--- config.mk ---
export PLATFORM = sky130hd
export DESIGN_NAME = hdmi_period_seq
export DESIGN_NICKNAME = d
export VERILOG_FILES = /design/src/rtl/hdmi_period_pkg.sv /design/src/rtl/hdmi_preamble_cnt.sv /design/src/rtl/hdmi_period_seq.sv
export SDC_FILE = /design/constraint.sdc
export NUM_CORES = 1
export LEC_CHECK = 0
export ABC_AREA = 1
export CORE_MARGIN = 10
export CORE_UTILIZATION = 56
export CTS_CLUSTER_DIAMETER = 120
export DETAILED_ROUTE_END_ITERATION = 10
export PLACE_DENSITY = 0.85
export RECOVER_POWER = 100
export SLEW_MARGIN = 30
export SYNTH_ARGS = -nofsm -noshare
export SYNTH_HDL_FRONTEND = slang
export SYNTH_SLANG_ARGS = --single-unit
--- constraint.sdc ---
create_clock -name pclk -period 3.4 [get_ports pclk]
set_input_delay 0.51 -clock pclk [delete_from_list [all_inputs] [get_ports pclk]]
set_output_delay 0.51 -clock pclk [all_outputs]
set_load 0.005 [all_outputs]
--- src/rtl/hdmi_period_pkg.sv ---
// -----------------------------------------------------------------------------
// hdmi_period_pkg
// Shared types and constants for the HDMI period sequencer.
//   period_t      : period FSM encoding; the value is driven straight out on
//                   hdmi_period_seq.period, so the encoding is fixed.
//   PREAMBLE_LEN  : preamble chars needed before a guard band
//   GB_LEN        : leading video guard band length
//   PKT_LEN       : chars per data-island packet (power of two)
//   MAX_PKTS      : packets allowed in one data island
//   CTL_VID_CH*   : {c1,c0} per channel for a video preamble char
//   CTL_DI_CH*    : {c1,c0} per channel for a data-island preamble char
// -----------------------------------------------------------------------------
package hdmi_period_pkg;

  typedef enum logic [2:0] {
    CTRL     = 3'd0,
    PRE_VID  = 3'd1,
    VID_GB   = 3'd2,
    VIDEO    = 3'd3,
    PRE_DI   = 3'd4,
    DI_LEAD  = 3'd5,
    DI_BODY  = 3'd6,
    DI_TRAIL = 3'd7
  } period_t;

  localparam int PREAMBLE_LEN = 8;
  localparam int GB_LEN       = 2;
  localparam int PKT_LEN      = 32;
  localparam int MAX_PKTS     = 18;
  localparam int BODY_MAX     = PKT_LEN * MAX_PKTS;
  localparam int PKT_IDX_W    = $clog2(PKT_LEN);

  localparam logic [1:0] CTL_VID_CH1 = 2'b01;
  localparam logic [1:0] CTL_VID_CH2 = 2'b00;
  localparam logic [1:0] CTL_DI_CH1  = 2'b01;
  localparam logic [1:0] CTL_DI_CH2  = 2'b01;

  // A preamble char is a control char on channels 1 and 2 whose {c1,c0}
  // codes match the given pair. Channel 0 carries sync and is ignored.
  function automatic logic is_preamble(input logic [1:0] ctl_vld_hi,
                                       input logic [1:0] c0_hi,
                                       input logic [1:0] c1_hi,
                                       input logic [1:0] ch1_code,
                                       input logic [1:0] ch2_code);
    return (ctl_vld_hi == 2'b11) &&
           ({c1_hi[0], c0_hi[0]} == ch1_code) &&
           ({c1_hi[1], c0_hi[1]} == ch2_code);
  endfunction

endpackage

--- src/rtl/hdmi_preamble_cnt.sv ---
// -----------------------------------------------------------------------------
// hdmi_preamble_cnt
// Classifies the current control char as a video or island preamble and keeps
// the saturating preamble length counter.
// Ports:
//   pclk, reset   : pixel clock, synchronous active-high reset
//   clr           : synchronous clear (link not locked)
//   load          : restart the count at 1 (first char of a new preamble)
//   inc           : count one more matching preamble char (saturates)
//   ctl_vld_hi    : ctl_vld[2:1] of the decoders
//   c0_hi, c1_hi  : c0[2:1] / c1[2:1] of the decoders
//   vid_pre       : current char is a video preamble char
//   di_pre        : current char is a data-island preamble char
//   pre_full      : PREAMBLE_LEN preamble chars have been seen
// -----------------------------------------------------------------------------
module hdmi_preamble_cnt
  import hdmi_period_pkg::*;
(
  input  logic       pclk,
  input  logic       reset,
  input  logic       clr,
  input  logic       load,
  input  logic       inc,
  input  logic [1:0] ctl_vld_hi,
  input  logic [1:0] c0_hi,
  input  logic [1:0] c1_hi,
  output logic       vid_pre,
  output logic       di_pre,
  output logic       pre_full
);

  logic [3:0] pre_cnt;

  assign vid_pre  = is_preamble(ctl_vld_hi, c0_hi, c1_hi, CTL_VID_CH1, CTL_VID_CH2);
  assign di_pre   = is_preamble(ctl_vld_hi, c0_hi, c1_hi, CTL_DI_CH1, CTL_DI_CH2);
  assign pre_full = (pre_cnt == 4'(PREAMBLE_LEN));

  always_ff @(posedge pclk) begin
    if (reset || clr) begin
      pre_cnt <= '0;
    end else if (load) begin
      pre_cnt <= 4'd1;
    end else if (inc && !pre_full) begin
      pre_cnt <= pre_cnt + 4'd1;
    end
  end

endmodule

--- src/rtl/hdmi_period_seq.sv ---
// -----------------------------------------------------------------------------
// hdmi_period_seq
// Tracks which HDMI period (control, video, data island) the TMDS stream is in,
// checks preamble / guard band / packet framing and flags protocol violations.
// All outputs are registered: the response to a char appears one pclk later.
//
// Ports:
//   pclk       in   pixel clock
//   reset      in   synchronous active-high reset (overrides everything)
//   lock       in   all three channel decoders ready; low forces CTRL
//   de, ctl_vld, c0, c1, dgb, vgb  in [2:0]  per-channel decoder flags
//   period     out  [2:0] current period (period_t encoding)
//   pkt_start  out  pulse on the first body char of each packet
//   pkt_idx    out  [4:0] char index within the current packet
//   hdmi_mode  out  sticky, set after one well-formed data island
//   seq_err    out  pulse on a protocol violation
//   rekey      out  pulse on VIDEO -> CTRL
//
// Build option: HDCP_REKEY_EN -- when defined, rekey pulses on the same edge
// that period leaves VIDEO for CTRL; otherwise rekey is tied low.
//
// state    | meaning
// ---------+---------------------------------------------------------
// CTRL     | control period, waiting for a preamble or DVI video
// PRE_VID  | counting video preamble chars
// VID_GB   | inside the leading video guard band
// VIDEO    | active video
// PRE_DI   | counting data-island preamble chars
// DI_LEAD  | inside the leading data-island guard band
// DI_BODY  | data-island packet chars
// DI_TRAIL | inside the trailing data-island guard band
// -----------------------------------------------------------------------------
module hdmi_period_seq
  import hdmi_period_pkg::*;
(
  input  logic       pclk,
  input  logic       reset,
  input  logic       lock,
  input  logic [2:0] de,
  input  logic [2:0] ctl_vld,
  input  logic [2:0] c0,
  input  logic [2:0] c1,
  input  logic [2:0] dgb,
  input  logic [2:0] vgb,
  output logic [2:0] period,
  output logic       pkt_start,
  output logic [4:0] pkt_idx,
  output logic       hdmi_mode,
  output logic       seq_err,
  output logic       rekey
);

  period_t    state_q, state_d;
  logic [1:0] gb_cnt_q, gb_cnt_d;
  logic [9:0] body_cnt_q, body_cnt_d;

  logic pre_load, pre_inc;
  logic vid_pre, di_pre, pre_full;
  logic err_d, body_chr, island_done;

  logic de_all, de_pair, vgb_all, dgb_pair, pkt_boundary;

  // Channel 0 carries sync/TERC4 inside islands, so island checks use ch1/ch2.
  assign de_all       = (de == 3'b111);
  assign de_pair      = (de[2:1] == 2'b11);
  assign vgb_all      = (vgb == 3'b111);
  assign dgb_pair     = (dgb[2:1] == 2'b11);
  assign pkt_boundary = (body_cnt_q != '0) && (body_cnt_q[PKT_IDX_W-1:0] == '0);

  logic unused_chan0;
  assign unused_chan0 = ^{c0[0], c1[0], dgb[0]};

  hdmi_preamble_cnt u_pre_cnt (
    .pclk       (pclk),
    .reset      (reset),
    .clr        (!lock),
    .load       (pre_load),
    .inc        (pre_inc),
    .ctl_vld_hi (ctl_vld[2:1]),
    .c0_hi      (c0[2:1]),
    .c1_hi      (c1[2:1]),
    .vid_pre    (vid_pre),
    .di_pre     (di_pre),
    .pre_full   (pre_full)
  );

  always_comb begin
    state_d     = state_q;
    gb_cnt_d    = gb_cnt_q;
    body_cnt_d  = body_cnt_q;
    pre_load    = 1'b0;
    pre_inc     = 1'b0;
    err_d       = 1'b0;
    body_chr    = 1'b0;
    island_done = 1'b0;

    case (state_q)
      CTRL: begin
        if (vid_pre) begin
          state_d  = PRE_VID;
          pre_load = 1'b1;
        end else if (di_pre) begin
          state_d  = PRE_DI;
          pre_load = 1'b1;
        end else if (de_all) begin
          state_d = VIDEO;
        end
      end

      PRE_VID: begin
        if (vid_pre) begin
          pre_inc = 1'b1;
        end else if (di_pre) begin
          state_d  = PRE_DI;
          pre_load = 1'b1;
        end else if (vgb_all) begin
          if (pre_full) begin
            state_d  = VID_GB;
            gb_cnt_d = 2'd1;
          end else begin
            state_d = CTRL;
            err_d   = 1'b1;
          end
        end else begin
          state_d = CTRL;
        end
      end

      VID_GB: begin
        if (vgb_all && (gb_cnt_q != 2'(GB_LEN))) begin
          gb_cnt_d = gb_cnt_q + 2'd1;
        end else if (de_all && (gb_cnt_q == 2'(GB_LEN))) begin
          state_d = VIDEO;
        end else begin
          state_d = CTRL;
          err_d   = 1'b1;
        end
      end

      VIDEO: begin
        if (!de_all) begin
          state_d = CTRL;
          err_d   = (ctl_vld == 3'b000);
        end
      end

      PRE_DI: begin
        if (di_pre) begin
          pre_inc = 1'b1;
        end else if (vid_pre) begin
          state_d  = PRE_VID;
          pre_load = 1'b1;
        end else if (dgb_pair) begin
          if (pre_full) begin
            state_d = DI_LEAD;
          end else begin
            state_d = CTRL;
            err_d   = 1'b1;
          end
        end else begin
          state_d = CTRL;
        end
      end

      DI_LEAD: begin
        if (dgb_pair) begin
          state_d    = DI_BODY;
          body_cnt_d = '0;
        end else begin
          state_d = CTRL;
          err_d   = 1'b1;
        end
      end

      DI_BODY: begin
        // A trailing guard band is only legal on a packet boundary; once the
        // island has carried MAX_PKTS packets nothing but the guard band fits.
        if (dgb_pair) begin
          if (pkt_boundary) begin
            state_d = DI_TRAIL;
          end else begin
            state_d = CTRL;
            err_d   = 1'b1;
          end
        end else if (body_cnt_q == 10'(BODY_MAX)) begin
          state_d = CTRL;
          err_d   = 1'b1;
        end else if (de_pair) begin
          body_chr   = 1'b1;
          body_cnt_d = body_cnt_q + 10'd1;
        end else begin
          state_d = CTRL;
          err_d   = 1'b1;
        end
      end

      DI_TRAIL: begin
        state_d = CTRL;
        if (dgb_pair) begin
          island_done = 1'b1;
        end else begin
          err_d = 1'b1;
        end
      end

      default: begin
        state_d = CTRL;
      end
    endcase
  end

  // Losing lock is not a protocol error: it wipes everything and masks pulses.
  always_ff @(posedge pclk) begin
    if (reset || !lock) begin
      state_q    <= CTRL;
      gb_cnt_q   <= '0;
      body_cnt_q <= '0;
      pkt_start  <= 1'b0;
      pkt_idx    <= '0;
      hdmi_mode  <= 1'b0;
      seq_err    <= 1'b0;
    end else begin
      state_q    <= state_d;
      gb_cnt_q   <= gb_cnt_d;
      body_cnt_q <= body_cnt_d;
      pkt_start  <= body_chr && (body_cnt_q[PKT_IDX_W-1:0] == '0);
      // pkt_idx reports the index of the char just accepted and holds while
      // the island body continues; it reads 0 outside the body.
      if (body_chr) begin
        pkt_idx <= body_cnt_q[PKT_IDX_W-1:0];
      end else if (state_d != DI_BODY) begin
        pkt_idx <= '0;
      end
      if (island_done) begin
        hdmi_mode <= 1'b1;
      end
      seq_err <= err_d;
    end
  end

`ifdef HDCP_REKEY_EN
  always_ff @(posedge pclk) begin
    if (reset || !lock) begin
      rekey <= 1'b0;
    end else begin
      rekey <= (state_q == VIDEO) && (state_d == CTRL);
    end
  end
`else
  assign rekey = 1'b0;
`endif

  assign period = state_q;

endmodule

==> flow_summary.ini, run 1 <==
[status]
status = finished clean

[power]
power_uw = 533
seqPwrFrac_pct = 60.1
clockPowerShare_pct = 28.7
p_per_area_nw_per_um2 = 251
power_frac_comb_pct = 11.2
p_sw_share_pct = 26.6
power.internal_uw = 391
peakVddDrop_v = 0.000199
p_leak_nw = 0.864
p_sw_uw = 142

[yosys]
syn_area_per_cell_sq_um = 5.93
yosysSeqAreaShare_pct = 30.1
yosys-top-cells-area = dfxtp_1 (30%), nand2_1 (18%), nor2_1 (12%)
syn_nets = 329
synth-seq-cells = 27
synthCells = 303
synth_area_sq_um = 1800
synth_cell_type_count = 27
yosysTopAreaCell = dfxtp_1
synth_top_cell_area_share_pct = 30.1
ys_warn_count = 0

[cts]
cts_tree = yes
cts_sinks = 27
post-cts-setup-buffers = 0
ctsHoldBuffers = 0
ctsResizeCount = 0
clk_path_buf_depth = 2
cts_root_buffer = clkbuf_4
path_clk_slew_ns = 0.16
cts.htree.levels = 1
clock_latency_ns = 0.34
cts_made_buffers = 3

[drt]
first_iter_violations = 153
wl_per_cell_um = 11.7
vias = 1915
viasPerCell = 5.11
drc_errors = 0
drt_pass1_iterations = 4
drt_wl_total_um = 4390
final_antenna_net_count = 0

[floorplanning]
row_count = 20
start_util_pct = 58.8
io_pins = 33
core-area_sq_um = 3050
dieArea_sq_um = 5870
die_height_um = 76.6
die_w_um = 76.6

[worst_setup_path]
crit_arrival_ns = 2.79
crit_slowest_cell = dlygate4sd3_1
crit_path_end_kind = register
cp-start-kind = input pin
r2r_cells = 10
slowest_delay_ns = 0.53
crit_fanout = 13
crit_type = input pin to register
worst-endpoint-required_ns = 3.66
crit_chain = dlygate4sd3_1, nand2_1, inv_1, nor2_1, nand3_1, nand2_1, inv_1, a21oi_1, nor2_1

[sta]
tns_ns = 0
setup_viol = 0
rsz0062_at_grt = no
tightest_slew_ns = 0.547
fin_skew_ns = 0.00284
fin_crit_ns = 2.53
relSlewSlack_pct = 63.4
final_max_slew_viol_count = 0
period_share_pct = 74.4
hold_viol = 0
fin_hold_ws_ns = 0.487
fmax_mhz = 395

[global_routing]
grt.total_usage_pct = 14.5
grt_pass1_vias = 1680
grt_max_degree = 17
antenna_found_initial = 0
overflow = 0
grt_pass1_wl_um = 7370

[place]
numPortBuffers = 28
place.gp.congestion = 0.892
dp_hpwl_um = 3340
place_area_sq_um = 2110

[job]
max-cap-violations = 0

[cells_and_area]
layout-drive-gt1-share_pct = 2.42
final_area_sq_um = 2120
nFillCells = 299
finalNetCount = 358
antennaDiodeCount = 0
areaGrowthSynthToFinish_pct = 18.2

[min_path]
hold_class = register to register
min_path_cells = 2
==> state kept, by name, summed over array words and instances, names as in the netlist <==
name / cells
body_cnt_q: 10
pkt_idx: 5
u_pre_cnt.pre_cnt: 4
period: 3
gb_cnt_q: 2
hdmi_mode: 1
pkt_start: 1
seq_err: 1
==> metal layers <==
layer  global-route usage [%]  vias up  share of wire (%)
met1                     18.9      821                 46
met5                        0        -                  0
met3                     3.54        9                7.0
met4                     5.39        0                1.9
li1                         -     1026                  -
met2                     22.2       59                 45
==> power groups by stage <==
stage / logic (mW) / clock network [mW] / registers, mW
after floorplan: 0.0312 / 0 / 0.326
after global placement: 0.0606 / 0 / 0.327
after detailed placement: 0.0613 / 0 / 0.327
after CTS: 0.0616 / 0.158 / 0.320
after global routing: 0.0674 / 0.168 / 0.320
final: 0.0598 / 0.153 / 0.320
==> area by class of cell <==
type                       instances  area, sq um  share of cell area [%]
multi-input combinational        239         1090                    51.5
sequential                        27          541                    25.5
timing repair buffer              29          284                    13.4
inverter                          32          120                    5.66
tap                               44         55.1                    2.59
clock buffer                       3         22.5                    1.06
clock inverter                     1         7.51                   0.354
==> logic make-up (layout without fill, tap and decap cells) <==
kind of cell               after synthesis  after routing  share of synthesized area, %
AOI/OAI and AO/OA                       35             35                          10.0
xor gates and xnor gates                 5              5                          2.44
adders and majority gates                5              5                          3.48
buffers and inverters                   37             65                          8.43
DFF                                     27             27                          30.1
other                                    1              1                         0.209
and+or+nand+nor                        193            193                          45.3
==> path summary, 6_finish.rpt <==
check           startpoint             to  slack, ns
max                 dgb[1]  body_cnt_q[1]       0.87
min              hdmi_mode      hdmi_mode       0.49
max reg2reg  body_cnt_q[0]  body_cnt_q[1]       1.17
min reg2reg      hdmi_mode      hdmi_mode       0.49
==> layout by cell type, fill, tap and decap left out, types with 3 or more instances in the layout <==
master	n
clkdlybuf4s50_1	14
ha_1	5
nand3_1	30
dlygate4sd3_1	14
a21oi_1	24
inv_1	30
nand4_1	7
nor2_1	58
o21ai_0	10
clkbuf_4	3
nor3_1	5
nand2_1	87
dfxtp_1	27
xor2_1	5
==> cells in the mapped netlist <==
library cell,n
conb_1,1
nand3_2,1
nand3b_1,1
nand3_1,30
ha_1,5
a31oi_1,1
clkbuf_1,2
nor2_1,57
nor3_1,5
nor2_2,1
nor2_4,1
buf_4,1
nor4_1,1
clkinv_1,1
inv_1,29
o21ai_0,9
o21ai_2,1
xor2_1,5
nand2_2,1
a21oi_1,24
buf_6,1
nand2_1,87
inv_2,2
dfxtp_1,27
or2_0,1
buf_2,1
nand4_1,7
==> critical path: cells and delay by family <==
| family | cells | cell delay [ns] |
|---|---|---|
| compound gates | 1 | 0.22 |
| buf+inv | 3 | 1.00 |
| simple gates | 5 | 1.04 |
==> per-stage QoR <==
| stage | std cells | worst slack [ns] | util [%] |
|---|---|---|---|
| floorplan | 303 | 1.89 | - |
| global placement | 371 | 0.954 | 69.0 |
| detailed placement | 371 | 0.887 | 69.0 |
| CTS | 375 | 1.27 | 70.0 |
| global route | 375 | 0.663 | 69.5 |
| finish | 375 | 0.870 | 69.5 |
No activity file was read; power rests on OpenSTA's default activity.
==> run 2: changes to the inputs <==
CORE_UTILIZATION = 47   (was 56)
PLACE_DENSITY = 0.76   (was 0.85)
clock period = 2.3 ns   (was 3.4 ns; I/O delays follow)
==> flow_summary.ini, run 2 (synthesized netlist as in run 1, its figures left out) <==
[cells_and_area]
seqCellArea_sq_um = 541
layout-drive-gt1-share_pct = 3.58
areaGrowthSynthToFinish_pct = 21.2
reg.largest.list = body_cnt_q: 10 flops, pkt_idx: 5 flops, u_pre_cnt.pre_cnt: 4 flops
antennaDiodeCount = 0
final_area_sq_um = 2180
final_common_cell = nand2_1
multi_input_area_sq_um = 1100
nFillCells = 381
largest_reg_flops = 10
largest-register = body_cnt_q
final_cell_mix = nand2_1 (87), nor2_1 (57), nand3_1 (30)
finalNetCount = 362

[cts]
cts_tree = yes
ctsHoldBuffers = 0
cts_sinks = 27
cts_root_buffer = clkbuf_8
cts_made_buffers = 3
cts.htree.levels = 1
clock_latency_ns = 0.27
post-cts-setup-buffers = 0
clk_path_buf_depth = 2
path_clk_slew_ns = 0.10
ctsResizeCount = 0

[drt]
drt_pass1_iterations = 4
wl_per_cell_um = 11.3
vias = 1917
viasPerCell = 5.01
drc_errors = 0
drt_wl_total_um = 4330
first_iter_violations = 108
final_antenna_net_count = 0

[worst_setup_path]
crit_fanout = 8
cp-start-kind = input pin
r2r_cells = 8
crit_path_end_kind = register
timing.rr.end = body_cnt_q[3]
worst-endpoint-required_ns = 2.48
crit_type = input pin to register
r2r_start = period[0]
r2r_setup_slack_ns = 0.42
crit_arrival_ns = 2.16

[global_routing]
grt_pass1_wl_um = 7290
grt.total_usage_pct = 13.1
grtUsageMet3_pct = 3.17
grt_busiest_layer = met2
use_met1_pct = 18.8
overflow = 0
grt_max_degree = 17
grt_pass1_vias = 1629
grt_util_met2_pct = 19.0
antenna_found_initial = 0

[floorplanning]
die_height_um = 81.8
dieArea_sq_um = 6690
core-area_sq_um = 3690
row_count = 22
die_w_um = 81.8
io_pins = 33
start_util_pct = 48.7

[min_path]
hold_class = register to register
min_path_cells = 2
whs_endpoint = pkt_idx[3]
hold_path_startpoint = pkt_idx[3]

[sta]
setup_viol = 0
fin_skew_ns = 0.00414
hold_viol = 0
fin_crit_ns = 1.98
relSlewSlack_pct = 65.4
setup_ws_ns = 0.318
rsz0062_at_grt = no
final_max_slew_viol_count = 0
fin_hold_ws_ns = 0.486
tns_ns = 0
fmax_mhz = 504
tightest_slew_ns = 0.513
period_share_pct = 86.2

[power]
p_leak_nw = 0.884
power_uw = 843
p_per_area_nw_per_um2 = 387
peakVddDrop_v = 0.000207

[place]
numPortBuffers = 28
place_area_sq_um = 2140
dp_hpwl_um = 3390
place.gp.congestion = 0.911
post-place-ws_ns = 0.223

[job]
max-cap-violations = 0

[status]
status = finished clean
run 2: cell count changes in the layout (fill, tap and decap cells not counted):
cell	change
inv_2	+1
clkbuf_8	+3
nor2_4	+1
clkdlybuf4s50_1	+1
clkbuf_4	-3
nor2_1	-1
clkbuf_1	+2
buf_4	+2
inv_1	-1
dlygate4sd3_1	-1
run 2: critical path: stages:
cell and delay [ns]:
dlygate4sd3_1 0.53, nand2_1 0.13, inv_1 0.15, nor2_4 0.20, nand3_1 0.12, nand2_1 0.25
clkbuf_1 0.24, nand3_1 0.09, nand2_1 0.07, nor2_1 0.03
run 2: area by class of cell:
cell class                      instances  area share, %
Clock buffer                            3           1.90
Clock inverter                          1          0.345
Sequential cell                        27           24.8
Inverter                               32           5.52
Multi-Input combinational cell        239           50.5
Timing Repair Buffer                   33           14.1
Tap cell                               48           2.76
run 2: where the power goes:
| part | switching, mW | leakage, nW | internal [mW] |
|---|---|---|---|
| Sequential | 0.00305 | 0.218 | 0.469 |
| Clock | 0.156 | 0.0217 | 0.123 |
| Combinational | 0.0489 | 0.645 | 0.0427 |
run 2: how the worst max path moves through the flow:
stage,start,to,slack [ns],depth (start not counted)
floorplan,body_cnt_q[0],body_cnt_q[2],0.80,10
global placement,dgb[1],body_cnt_q[2],0.23,9
detailed placement,dgb[1],body_cnt_q[2],0.22,9
CTS,period[0],body_cnt_q[2],0.50,7
global route,dgb[1],body_cnt_q[8],0.14,9
finish,dgb[1],body_cnt_q[3],0.32,10
run 2: through the flow:
stage	std cells	util (%)
after floorplan	303	-
after global placement	379	58.1
after detailed placement	379	58.1
after CTS	383	59.4
after global routing	383	59.0
final	383	59.0
run 2: routing by layer:
metal	vias to the layer above	wire, um	part of all wire (%)
li1	1032	-	-
met1	828	2150	50
met2	53	1790	41
met3	4	356	8.2
met4	0	32	0.74
met5	-	0	0
